**src/rtl/video_in_write.sv**
```systemverilog
// Pixel capture path: packs 8-bit pixels four per word, buffers words in a FIFO
// and bursts them to a frame buffer over a Wishbone master port.
module video_in_write #(
  parameter int unsigned WIDTH      = 640,
  parameter int unsigned HEIGHT     = 480,
  parameter int unsigned FIFO_DEPTH = 16,
  parameter int unsigned BURST_LEN  = 8
) (
  input  logic        clk,
  input  logic        nRST,
  input  logic        pixel_en,
  input  logic        frame_valid,
  input  logic        line_valid,
  input  logic [7:0]  pixel_in,
  input  logic [31:0] wb_reg_data,
  input  logic [31:0] wb_reg_ctr,
  output logic        interrupt,
  output logic        overflow,
  output logic        p_wb_STB_O,
  output logic        p_wb_CYC_O,
  output logic        p_wb_LOCK_O,
  output logic [3:0]  p_wb_SEL_O,
  output logic        p_wb_WE_O,
  output logic [31:0] p_wb_ADR_O,
  output logic [31:0] p_wb_DAT_O,
  input  logic        p_wb_ACK_I
);

  localparam int unsigned AW = (FIFO_DEPTH > 1) ? $clog2(FIFO_DEPTH) : 1;
  localparam int unsigned CW = $clog2(FIFO_DEPTH + 1);
  localparam int unsigned BW = $clog2(BURST_LEN + 1);
  localparam logic [CW-1:0] DEPTH_C     = CW'(FIFO_DEPTH);
  localparam logic [CW-1:0] BURST_C     = CW'(BURST_LEN);
  localparam logic [BW-1:0] LAST_BEAT   = BW'(BURST_LEN - 1);
  localparam logic [31:0]   FRAME_WORDS = 32'(WIDTH * HEIGHT / 4);

  typedef enum logic [1:0] {S_IDLE, S_BURST, S_GAP} state_t;

  state_t          r_state, w_state_next;
  logic [BW-1:0]   r_beats;

  logic            r_fv_d, r_lv_d;
  logic            r_armed, r_frame_end, r_irq;
  logic [31:0]     r_base;

  logic [31:0]     r_pack;
  logic [1:0]      r_byte_idx;
  logic            r_push_pend;
  logic [31:0]     r_push_data;

  logic [31:0]     r_mem [FIFO_DEPTH];
  logic [AW-1:0]   r_wptr, r_rptr;
  logic [CW-1:0]   r_count;
  logic [31:0]     r_word_cnt;
  logic [29:0]     r_word_idx;
  logic            r_overflow;

  logic            w_fv_rise, w_fv_fall, w_lv_fall;
  logic            w_arm, w_active, w_pix, w_flush;
  logic [1:0]      w_idx;
  logic            w_stb, w_pop, w_limit, w_full, w_wr, w_drop, w_irq;
  logic            w_unused_bits;

  assign w_unused_bits = ^{wb_reg_ctr[31:1], wb_reg_data[1:0]};

  assign w_fv_rise = pixel_en && frame_valid && !r_fv_d;
  assign w_fv_fall = pixel_en && !frame_valid && r_fv_d;
  assign w_lv_fall = pixel_en && !line_valid && r_lv_d;

  // A frame may only be armed once the previous armed frame has fully drained.
  assign w_arm    = w_fv_rise && wb_reg_ctr[0] && !r_armed;
  assign w_active = w_arm || (r_armed && !r_frame_end);
  assign w_idx    = w_arm ? 2'd0 : r_byte_idx;
  assign w_pix    = w_active && pixel_en && frame_valid && line_valid;
  assign w_flush  = w_active && (w_lv_fall || w_fv_fall) && (w_idx != 2'd0);

  assign w_stb   = (r_state == S_BURST);
  assign w_pop   = w_stb && p_wb_ACK_I;
  assign w_limit = (r_word_cnt >= FRAME_WORDS);
  assign w_full  = (r_count == DEPTH_C);
  assign w_wr    = r_push_pend && !w_limit && (!w_full || w_pop);
  assign w_drop  = r_push_pend && !w_wr;

  assign w_irq = r_armed && r_frame_end && (r_byte_idx == 2'd0) && !r_push_pend &&
                 (r_count == '0) && (r_state == S_IDLE);

  always_ff @(posedge clk or negedge nRST) begin
    if (!nRST) begin
      r_fv_d <= 1'b0;
      r_lv_d <= 1'b0;
    end else if (pixel_en) begin
      r_fv_d <= frame_valid;
      r_lv_d <= line_valid;
    end
  end

  always_ff @(posedge clk or negedge nRST) begin
    if (!nRST) begin
      r_armed     <= 1'b0;
      r_frame_end <= 1'b0;
      r_base      <= '0;
      r_irq       <= 1'b0;
    end else begin
      r_irq <= w_irq;
      if (w_arm) begin
        r_armed     <= 1'b1;
        r_frame_end <= 1'b0;
        r_base      <= {wb_reg_data[31:2], 2'b00};
      end else if (w_irq) begin
        r_armed     <= 1'b0;
        r_frame_end <= 1'b0;
      end else if (r_armed && !r_frame_end && w_fv_fall) begin
        r_frame_end <= 1'b1;
      end
    end
  end

  always_ff @(posedge clk or negedge nRST) begin
    if (!nRST) begin
      r_pack      <= '0;
      r_byte_idx  <= '0;
      r_push_pend <= 1'b0;
      r_push_data <= '0;
    end else if (w_pix) begin
      if (w_idx == 2'd3) begin
        r_push_pend <= 1'b1;
        r_push_data <= {pixel_in, r_pack[23:0]};
        r_pack      <= '0;
        r_byte_idx  <= '0;
      end else begin
        r_pack[8*w_idx +: 8] <= pixel_in;
        r_byte_idx  <= w_idx + 2'd1;
        r_push_pend <= 1'b0;
      end
    end else if (w_flush) begin
      // Unfilled bytes are already zero, so the partial word goes out padded.
      r_push_pend <= 1'b1;
      r_push_data <= r_pack;
      r_pack      <= '0;
      r_byte_idx  <= '0;
    end else begin
      r_push_pend <= 1'b0;
    end
  end

  always_ff @(posedge clk) begin
    if (w_wr) r_mem[r_wptr] <= r_push_data;
  end

  always_ff @(posedge clk or negedge nRST) begin
    if (!nRST) begin
      r_wptr     <= '0;
      r_rptr     <= '0;
      r_count    <= '0;
      r_word_cnt <= '0;
      r_word_idx <= '0;
      r_overflow <= 1'b0;
    end else begin
      if (w_wr)  r_wptr <= r_wptr + AW'(1);
      if (w_pop) r_rptr <= r_rptr + AW'(1);
      case ({w_wr, w_pop})
        2'b10:   r_count <= r_count + CW'(1);
        2'b01:   r_count <= r_count - CW'(1);
        default: r_count <= r_count;
      endcase
      if (w_arm) begin
        r_word_cnt <= '0;
        r_word_idx <= '0;
        r_overflow <= 1'b0;
      end else begin
        if (r_push_pend && !w_limit) r_word_cnt <= r_word_cnt + 32'd1;
        if (w_pop)  r_word_idx <= r_word_idx + 30'd1;
        if (w_drop) r_overflow <= 1'b1;
      end
    end
  end

  always_ff @(posedge clk or negedge nRST) begin
    if (!nRST) begin
      r_state <= S_IDLE;
      r_beats <= '0;
    end else begin
      r_state <= w_state_next;
      if (r_state != S_BURST) r_beats <= '0;
      else if (w_pop)         r_beats <= r_beats + BW'(1);
    end
  end

  always_comb begin
    w_state_next = r_state;
    case (r_state)
      S_IDLE:
        if (r_count >= BURST_C || (r_armed && r_frame_end && r_count != '0))
          w_state_next = S_BURST;
      S_BURST:
        if (w_pop && (r_beats == LAST_BEAT || (r_count == CW'(1) && !w_wr)))
          w_state_next = S_GAP;
      S_GAP:
        w_state_next = S_IDLE;
      default:
        w_state_next = S_IDLE;
    endcase
  end

  assign p_wb_STB_O  = w_stb;
  assign p_wb_CYC_O  = w_stb;
  assign p_wb_LOCK_O = w_stb;
  assign p_wb_WE_O   = w_stb;
  assign p_wb_SEL_O  = w_stb ? 4'hF : 4'h0;
  assign p_wb_ADR_O  = w_stb ? (r_base + {r_word_idx, 2'b00}) : '0;
  assign p_wb_DAT_O  = w_stb ? r_mem[r_rptr] : '0;
  assign interrupt   = r_irq;
  assign overflow    = r_overflow;

endmodule

```
**config.mk**
```make
export PLATFORM = sky130hd
export DESIGN_NAME = video_in_write
export DESIGN_NICKNAME = d
export VERILOG_FILES = /design/src/rtl/video_in_write.sv
export SDC_FILE = /design/constraint.sdc
export NUM_CORES = 1
export LEC_CHECK = 0
export CAP_MARGIN = 20
export CORE_UTILIZATION = 60
export DETAILED_ROUTE_END_ITERATION = 12
export PLACE_DENSITY = 0.77
export SLEW_MARGIN = 20
export SYNTH_ARGS = -nofsm -noshare
export SYNTH_HDL_FRONTEND = slang
export SYNTH_SLANG_ARGS = --single-unit
```
**constraint.sdc**
```tcl
create_clock -name clk -period 6.8 [get_ports clk]
set_input_delay 1.36 -clock clk [delete_from_list [all_inputs] [get_ports clk]]
set_output_delay 1.36 -clock clk [all_outputs]
set_load 0.03 [all_outputs]
```
==> results of run 1 <==
-- flip-flops by register name (all words and copies together) (netlist names), 5 cells and up --
name         flops
r_base          30
r_word_cnt      32
r_word_idx      30
r_mem          512
r_push_data     32
r_count          5
r_pack          32
-- layer usage --
layer  part of all wire (%)  vias up  routed length (um)  track usage [%]
li1                       -     6912                   -                -
met1                     40     8328               26400            38.87
met2                     49      720               32180            44.12
met3                    8.0      106                5208            4.718
met4                    2.1        0                1401            8.289
met5                      0        -                   0                0
-- final timing paths --
kind                          startpoint              to  cells past startpoint
max                        r_word_idx[0]  p_wb_ADR_O[28]                     10
min                            r_base[6]       r_base[6]                      2
max reg2reg                   r_state[1]    r_mem[15][4]                      8
min reg2reg                    r_base[6]       r_base[6]                      2
max in group asynchronous           nRST       r_rptr[0]                      2
min in group asynchronous           nRST      r_base[29]                      1
-- cells in the mapped netlist, types with 12 or more instances --
master	instances
ha_1	46
nand3_1	22
o21ai_0	23
nor2b_1	12
mux2_2	26
clkbuf_1	43
nand4_1	22
dfrtp_1	184
a22o_1	24
buf_2	21
nor2_1	111
and2_1	55
a21oi_1	40
xnor2_1	32
inv_1	22
edfxtp_1	512
buf_1	12
xor2_1	43
and3_1	18
nand2_1	147
mux4_2	160
a21o_1	22
-- power by group --
part           switching, W  internal [W]
sequential         0.000642       0.00503
clock               0.00159       0.00224
combinational       0.00181       0.00176
total               0.00405       0.00903
-- cells by family (layout without fill, tap and decap cells) --
kind of cell | after synthesis | in the layout | synth area share (%)
flip-flops | 696 | 696 | 68.92
AND/OR/NAND/NOR | 435 | 435 | 7.242
multiplexers | 197 | 197 | 13.82
AO/OA/AOI/OAI | 166 | 166 | 4.001
buffers and inverters | 110 | 300 | 1.683
XOR/XNOR | 75 | 75 | 2.266
adder cells (fa/ha/maj) | 47 | 47 | 2.054
other | 1 | 4 | 0.01294
-- tightest hold or removal path, cell delays in order, from the launching register on --
cell     delay, ns
dfrtp_1       0.35
nand2_1       0.05
nand2_1       0.05
-- through the flow --
step           hold WS [ns]  setup WS (ns)  std cells  area (um^2)
6_report             0.4847          1.328       2535        33260
4_1_cts              0.4733          1.321       2531        33200
2_1_floorplan        0.4166          1.075       1728        28990
3_5_place_dp         0.4678          1.735       2405        30910
3_3_place_gp         0.4676          1.871       2405        30910
5_1_grt              0.5031          1.144       2533        33250
-- layout make-up --
class	count	share of cell area [%]
Antenna cell	2	0.01505
Clock buffer	91	5.940
Clock inverter	35	0.9480
Inverter	22	0.2483
Multi-Input combinational cell	922	25.88
Sequential cell	696	60.10
Tap cell	615	2.314
Timing Repair Buffer	152	4.548
==> key figures, run 1 <==
Final layout
  – FILL cells: around 2900
  – Most common library cell in the layout ignoring fill and taps: edfxtp_1
  – Nets: approximately 2000
  – Most frequent cells in the layout: edfxtp_1, dfrtp_1, mux4_2
  – Register area: about 20000 um^2
  – Layout cell share with drive strength beyond 1: a little under a fifth
  – Area delta synth->final: 14.73%
  – Multi-input gate area: around 8600 um^2
  – Final core utilization: between 60% and 70%

Routing
  – Detailed router's first-iteration violation count: around 1800
  – Via count: 16070
  – Routed wire length: between 60000 and 70000 um
  – DRC: 0
  – Via density: around 6.3
  – Routed Antenna Nets: 0
  – WL per Instance: 25.71 um
  – Drt pass-1 iters: 5

Floorplanning
  – Die Y: between 200 and 250 um
  – DIE AREA: 49200 um^2
  – Core Area: around 48000 um^2
  – # rows: 80
  – Die X: approximately 220 um
  – Starting Density: around three fifths
  – Num ports: around 150

Clock tree
  – TritonCTS clock tree: done
  – Count of hold buffers inserted by post-cts repair: 0
  – CTS root buffer: clkbuf_16
  – Clock Path Buffers: 3
  – H-tree levels: 3
  – Cts repair resizes: 0
  – CTS buffer count: 70
  – Worst-path clk slew: roughly 0.06 ns
  – Sinks on Clock Net: between 600 and 700
  – Post-CTS setup buffers: 0
  – Worst-Skew Late Latency: just over 0.6 ns

Timing
  – Final slew viol count: 0
  – Final setup vio count: 0
  – Final hold violation count: 0
  – Period utilization: 80.48%
  – Unrepaired setup endpoints after global routing: no
  – Setup TNS: 0 ns
  – Worst Max-Slew Pin Slew: between 1 and 1.5 ns
  – Layout Skew: between 0.02 and 0.025 ns
  – Slew headroom: about a quarter
  – Final min period: 5.472 ns
  – Max Fclk: roughly 0.18 GHz

Setup path
  – Crit path DAT: a little over 4 ns
  – Top delay family on crit path: compound AO/OA/AOI/OAI gates
  – CP Class: flip-flop to output pin
  – Req. time, crit path: 5.44 ns
  – Largest stage delay on the critical path: 0.68 ns
  – CP Max Fanout: 4
  – Crit path capture type: output pin
  – Worst-path cell chain: ha_1 > fa_1 > a211oi_1 > o21a_1 > a21oi_1 > o21ai_0 > a21oi_1 > o32ai_1 > mux2i_1 > clkdlybuf4s50_1
  – WP buf/inv: 1
  – CP dominant cell by count: a21oi_1
  – Crit start category: flip-flop
  – R2R Setup Slk: between 2 and 2.5 ns
  – Worst path slowest cell: clkdlybuf4s50_1

Yosys
  – Async set-reset flop share out of synthesis: 26.44%
  – YS warnings: 0
  – Yosys reg bits: between 600 and 700
  – Yosys top cell by area: edfxtp_1
  – Top post-synthesis cells by area: edfxtp_1, dfrtp_1, mux4_2, ha_1, nand2_1
  – Top-area cell type share of the netlist area: 53.04%
  – Dominant synthesized flop cell: edfxtp_1
  – Post-Synthesis Cell Area: just under 30000 um^2
  – Post-synth cell types: 61
  – Post-synthesis cell count: around 1700
  – Seq/Total Area, Yosys: approximately 70%
  – Syn Area/Cell: between 15 and 20 um^2
  – Post-synth EDFFs: a little over 500

Power
  – Worst IR Drop VDD: 323.8 uV
  – Pwr Density: ~400 nW/um^2
  – Leak pwr: roughly 12 nW
  – Total power: between 0.01 and 0.015 W

Run status
  – Status: complete, no violations

Placement
  – Post-DP HPWL: approximately 36000 um
  – Routability congestion estimate: slightly below 0.9
  – Number of I/O port buffers: 116

GRT
  – First-pass GRT wire length: between 100000 and 150000 um
  – Largest net degree at the start of global routing: just under 80
  – Remaining Overflow, GRT: 0
  – Initial antenna violation count: 1
  – Vias in the first global route: around 17000
  – Gr usage total: ~27%

Min path
  – Worst hold path class: flip-flop to flip-flop

Run
  – Max-Cap Viols: 0
No activity file was read; power rests on OpenSTA's default activity.
==> run 2: changes to the inputs <==
- clock period: 6.8 -> 5.1 ns (I/O delays scaled with it)
==> run 2 against run 1 <==
Clock skew down 0.0041 ns. Total power up 32%. Critical path depth unchanged. Core utilization down 0.076 points. Die area unchanged. Highest routed layer unchanged.
==> key figures, run 2 (same netlist as run 1, synthesis figures left out) <==
Run status
  – Status: complete, no violations

Timing
  – Period utilization: a little over nine tenths
  – Max Fclk: 0.2064 GHz
  – Worst Max-Slew Pin Slew: 1.112 ns (+0.002905 ns)
  – Final hold violation count: 0 (unchanged)
  – Unrepaired setup endpoints after global routing: no
  – Setup TNS: 0 ns (unchanged)
  – Final slew viol count: 0 (unchanged)
  – Final min period: approximately 4.8 ns
  – Final setup vio count: 0 (unchanged)
  – Final worst setup slack: 0.2543 ns (-1.073 ns)
  – Slew headroom: 25.85% (-0.19 points)
  – Layout Skew: 0.01898 ns (-0.004106 ns)

Routing
  – Drt pass-1 iters: 7 (+2)
  – Via count: 16090 (+0.12%)
  – Routed Antenna Nets: 0 (unchanged)
  – WL per Instance: 25.54 um (-0.66%)
  – Via density: 6.338 (about the same)
  – DRC: 0 (unchanged)
  – Routed wire length: 64830 um (-0.55%)
  – Detailed router's first-iteration violation count: 1668 (-4.7%)

Clock tree
  – H-tree levels: 3 (unchanged)
  – TritonCTS clock tree: done
  – CTS root buffer: clkbuf_16
  – Post-CTS setup buffers: 0 (unchanged)
  – Worst-path clk slew: 0.07 ns (about the same)
  – Worst-Skew Late Latency: 0.60 ns (about the same)
  – Sinks on Clock Net: 696 (unchanged)
  – CTS buffer count: 70 (unchanged)
  – Clock Path Buffers: 3 (unchanged)

Placement
  – Routability congestion estimate: 0.8881 (+1.2%)
  – Number of I/O port buffers: 116 (unchanged)
  – Place WS: 0.6608 ns (-1.074 ns)
  – Area after DPL: 30970 um^2 (+0.20%)
  – Placed cell count: 2410 (+0.21%)
  – Post-DP HPWL: 35760 um (-1.2%)

Setup path
  – Reg2Reg Depth: 7 (-1)
  – WP buf/inv: 1 (unchanged)
  – Req. time, crit path: 4.08 ns (-1.36 ns)
  – Critical path depth in cells: 10 (unchanged)
  – Worst-path cell chain: ha_1 > fa_1 > a211oi_1 > o21a_1 > a21oi_1 > o31ai_2 > and2_1 > xor2_1 > nor2_1 > clkdlybuf4s50_1
  – Crit path capture type: output pin
  – CP endpoint: p_wb_ADR_O[22]
  – Top delay family on crit path: compound AO/OA/AOI/OAI gates
  – CP startpoint: r_word_idx[0]
  – RR Startpoint: r_state[1]
  – Largest stage delay on the critical path: 0.69 ns (about the same)
  – R2R Setup Slk: 1.34 ns (-0.92 ns)
  – Crit path DAT: 3.83 ns (-0.28 ns)
  – CP Max Fanout: 4 (unchanged)
  – Worst path slowest cell: clkdlybuf4s50_1
  – Reg-to-Reg End: r_mem[14][19]
  – CP Class: flip-flop to output pin
  – Crit start category: flip-flop

Final layout
  – Multi-input gate area: 8621 um^2 (+0.15%)
  – Most frequent cells in the layout: edfxtp_1, dfrtp_1, mux4_2
  – Ant. Diodes: 0 (-2)
  – Register with the most flip-flops: r_mem
  – Largest register FFs: 512 (unchanged)
  – Finished Cell Area: 33220 um^2 (-0.11%)
  – Area delta synth->final: 14.60%
  – Nets: 1993 (+0.20%)
  – Register area: 19990 um^2 (unchanged)
  – FILL cells: 2937 (+0.27%)
  – Layout Cells excl Fill: 2538 (+0.12%)
  – Most common library cell in the layout ignoring fill and taps: edfxtp_1
  – Layout cell share with drive strength beyond 1: 18.93% (+0.42 points)

Power
  – Total power: 0.01728 W (+32%)
  – Pwr Density: 520.0 nW/um^2 (+32%)
  – Leak pwr: 12.21 nW (+0.45%)
  – Worst IR Drop VDD: 508.6 uV (+57%)

GRT
  – Largest net degree at the start of global routing: 121 (+57%)
  – Gr usage total: 27.12% (-0.25 points)
  – Vias in the first global route: 16630 (+0.28%)
  – First-pass GRT wire length: 98460 um (-1.6%)
  – Remaining Overflow, GRT: 0 (unchanged)
  – Initial antenna violation count: 0 (-1)

Floorplanning
  – Num ports: 152 (unchanged)
  – Die X: 221.8 um (unchanged)
  – DIE AREA: 49200 um^2 (unchanged)
  – Die Y: 221.8 um (unchanged)
  – # rows: 80 (unchanged)
  – Core Area: 47750 um^2 (unchanged)
  – Starting Density: 60.72% (unchanged)

Run
  – Max-Cap Viols: 0 (unchanged)

Min path
  – Worst hold path class: input port to asynchronous set/reset pin
run 2: cell types whose count changed in the layout (fill, tap and decap cells not counted), moves of 4 or more:
cell             change
clkbuf_1             +6
clkdlybuf4s50_1      -4
clkinv_1             -8
dlymetal6s2s_1       +4
run 2: power breakdown:
group          total [W]  internal (W)  switching, W  leakage, nW
logic            0.00488       0.00236       0.00252         4.16
clock network    0.00493       0.00282       0.00211         1.08
registers        0.00747       0.00670      0.000761         6.97
run 2: worst min-delay path by stage:
stage                     startpoint             end  slack, ns  cells past startpoint
after floorplan           r_state[1]      r_state[0]       0.42                      1
after global placement    r_state[1]      r_state[0]       0.45                      1
after detailed placement  r_state[1]      r_state[0]       0.47                      1
after CTS                 r_state[1]      r_state[0]       0.48                      1
after global routing            nRST      r_base[21]       0.31                      1
final                           nRST  r_word_idx[23]       0.32                      1
run 2: stage by stage:
step	hold slack [ns]	utilization, %
detailed placement	0.4685	64.86
global route	0.3121	69.58
CTS	0.4763	69.49
floorplan	0.4166	-
finish	0.3150	69.58
global placement	0.4452	64.86
run 2: layout make-up:
cell class,instances,area share (%)
flip-flops and latches,696,60.17
multi-input cells,922,25.95
clock buffers,93,5.781
repair buffers,156,4.689
well taps,615,2.316
clock inverters,34,0.8474
inverters,22,0.2486
run 2: repair_timing:
| action | CTS | global route |
|---|---|---|
| hold endpoints to repair | 0 | 0 |
| hold buffers | 0 | 0 |
| endpoints found under the setup margin | 1 | 5 |
| resized for setup | 1 | 5 |
| pin swaps | 0 | 0 |
run 2: worst reg2reg max path, cell delays in order (launching register included):
cell      delay (ns)
dfrtp_1         0.40
nand2b_1        0.18
inv_2           0.50
and2_1          0.58
o21a_1          0.40
nand3_1         0.36
nor2_4          0.68
buf_4           0.35
run 2: metal layers:
| metal | vias to the layer above | share of wire (%) | track usage [%] |
|---|---|---|---|
| met5 | - | 0 | 0 |
| met4 | 0 | 2.7 | 8.983 |
| met3 | 124 | 6.7 | 5.102 |
| met2 | 646 | 49 | 43.84 |
| met1 | 8364 | 41 | 37.74 |
| li1 | 6952 | - | - |
==> run 3: changes to the inputs <==
- CORE_MARGIN: unset -> 8
- CTS_BUF_LIST: unset -> sky130_fd_sc_hd__clkbuf_16
- SETUP_SLACK_MARGIN: unset -> 0.5
==> run 3 against run 2 <==
Fmax rose by 7.2%. Sequential share of layout area fell by 0.19 points. Combinational power rose by 4%. Global-route usage fell by 2.7 points. Clock skew rose by 0.0062 ns. Cell area rose by 0.32%. Total power rose by 0.39%. First-iteration DRC count fell by 3.7%. Non-clock buffer count rose by 13. Critical endpoint is now p_wb_ADR_O[25]. Largest cell class unchanged. Largest power group unchanged.
==> key figures, run 3 (same netlist as run 1, synthesis figures left out) <==
Clock tree
  – CTS buffer count: 70 (unchanged)
  – Worst-path clk slew: 0.06 ns (about the same)
  – CTS root buffer: clkbuf_16
  – Count of hold buffers inserted by post-cts repair: 0 (unchanged)
  – Worst-Skew Late Latency: 0.62 ns (+0.02 ns)
  – Sinks on Clock Net: 696 (unchanged)
  – H-tree levels: 3 (unchanged)
  – Clock Path Buffers: 3 (unchanged)
  – TritonCTS clock tree: done

Min path
  – Worst hold path class: flip-flop to flip-flop

Power
  – Sequential share of power: 42.9% (-0.3 points)
  – Leak pwr: 12.37 nW (+1.3%)
  – Sw frac: 31.59% (+0.40 points)
  – Net switching power: 0.005479 W (+1.7%)
  – Clock share of power: 27.8% (-0.7 points)
  – Pwr Density: 520.4 nW/um^2 (about the same)
  – Total power: 0.01734 W (+0.39%)
  – Logic gate share of total power: 29.2% (+1.0 points)
  – Cell internal pwr: 0.01187 W (-0.19%)
  – Worst IR Drop VDD: 338.4 uV (-33%)

Final layout
  – Most frequent cells in the layout: edfxtp_1, dfrtp_1, mux4_2
  – Layout Cells excl Fill: 2551 (+0.51%)
  – Largest register FFs: 512 (unchanged)
  – Layout cell share with drive strength beyond 1: 19.37% (+0.44 points)
  – Most common library cell in the layout ignoring fill and taps: edfxtp_1
  – Nets: 2006 (+0.65%)
  – FILL cells: 2995 (+2.0%)
  – Register with the most flip-flops: r_mem
  – Area delta synth->final: 14.97%
  – Ant. Diodes: 0 (unchanged)

Routing
  – DRC: 0 (unchanged)
  – Drt pass-1 iters: 5 (-2)
  – Routed wire length: 68150 um (+5.1%)
  – WL per Instance: 26.72 um (+4.6%)
  – Detailed router's first-iteration violation count: 1606 (-3.7%)
  – Routed Antenna Nets: 0 (unchanged)
  – Via density: 6.313 (-0.39%)
  – Via count: 16110 (+0.12%)

Setup path
  – CP Class: flip-flop to output pin
  – Crit start category: flip-flop
  – CP Max Fanout: 5 (+1)
  – Crit path DAT: 3.50 ns (-0.33 ns)
  – Req. time, crit path: 4.08 ns (about the same)
  – Crit path capture type: output pin

Timing
  – Final setup vio count: 0 (unchanged)
  – Slew headroom: 35.67% (+9.8 points)
  – Period utilization: 88.59% (-6.4 points)
  – Final min period: 4.518 ns (-0.3274 ns)
  – Final hold violation count: 0 (unchanged)
  – Max Fclk: 0.2213 GHz (+7.2%)
  – Layout Skew: 0.02515 ns (+0.006172 ns)
  – Unrepaired setup endpoints after global routing: yes
  – Setup TNS: 0 ns (unchanged)
  – Final slew viol count: 0 (unchanged)
  – Worst Max-Slew Pin Slew: 0.9650 ns (-0.1472 ns)

GRT
  – Remaining Overflow, GRT: 0 (unchanged)
  – Vias in the first global route: 16740 (+0.71%)
  – Initial antenna violation count: 2 (+2)
  – Largest net degree at the start of global routing: 112 (-7.4%)
  – Gr usage total: 24.39% (-2.7 points)
  – First-pass GRT wire length: 102400 um (+4.0%)

Floorplanning
  – Die X: 235.8 um (+6.3%)
  – DIE AREA: 55600 um^2 (+13%)
  – Starting Density: 60.72% (unchanged)
  – Num ports: 152 (unchanged)
  – Die Y: 235.8 um (+6.3%)
  – Core Area: 47750 um^2 (unchanged)
  – # rows: 80 (unchanged)

Run
  – Max-Cap Viols: 0 (unchanged)

Placement
  – Placed cell count: 2418 (+0.33%)
  – Number of I/O port buffers: 116 (unchanged)
  – Post-DP HPWL: 39230 um (+9.7%)
  – Routability congestion estimate: 0.8726 (-1.7%)

Run status
  – Status: complete, no violations
==> run 3: routing by layer <==
metal  part of all wire [%]  vias up  track usage [%]
met1                     39     8366            31.77
li1                       -     6980                -
met2                     51      623            41.26
met4                    2.7        4            7.253
met5                  0.025        -                0
met3                    6.8      132            5.305
==> run 3: power by group through the flow <==
stage                     combinational, W  clock, W  sequential, W
after floorplan                    0.00355         0        0.00716
after global placement             0.00482         0        0.00759
after detailed placement           0.00490         0        0.00764
after CTS                          0.00515   0.00488        0.00744
after global routing               0.00540   0.00510        0.00750
final                              0.00507   0.00483        0.00745
==> run 3: worst max-delay path, stage by stage, from the launching register on <==
cell and delay [ns]:
dfrtp_1 0.46, ha_1 0.32, a211o_1 0.32, a211o_1 0.34
nand4_1 0.17, nand4_1 0.27, a311oi_2 0.37, xor2_1 0.12
nor2_1 0.17, clkdlybuf4s15_2 0.33
==> run 3: cell type report <==
type	instances	area (um^2)	area share (%)
clock buffers	71	1777	5.331
repair buffers	169	1674	5.023
clock inverters	56	372.9	1.119
well taps	615	769.5	2.309
inverters	22	82.58	0.2478
flip-flops and latches	696	19990	59.98
multi-input cells	922	8663	25.99
==> run 3: repair_timing <==
| item | CTS | global route |
|---|---|---|
| pin swaps | 0 | 1 |
| setup buffers | 6 | 0 |
| resized for setup | 24 | 23 |
| endpoints found under the hold margin | 0 | 0 |
| setup endpoints to repair | 42 | 18 |
==> run 3: final timing paths <==
check	from	endpoint	slack, ns	cells after the start
setup / recovery	r_word_idx[1]	p_wb_ADR_O[25]	0.58	9
hold / removal	r_state[1]	r_state[0]	0.46	1
setup reg to reg	r_word_cnt[27]	r_mem[14][28]	1.75	8
hold reg to reg	r_state[1]	r_state[0]	0.46	1
max in group asynchronous	nRST	r_count[3]	3.40	2
min in group asynchronous	nRST	r_base[21]	0.50	1
==> run 3: through the flow <==
step	hold WS, ns	setup WS [ns]	util (%)	instance area (um^2)
6_report	0.4617	0.5817	69.80	33330
5_1_grt	0.4922	0.4410	69.80	33330
4_1_cts	0.4693	0.2239	69.76	33310
3_5_place_dp	0.4545	0.6175	65.05	31060
3_3_place_gp	0.4368	0.6364	65.05	31060
2_1_floorplan	0.4166	-0.2852	-	29000
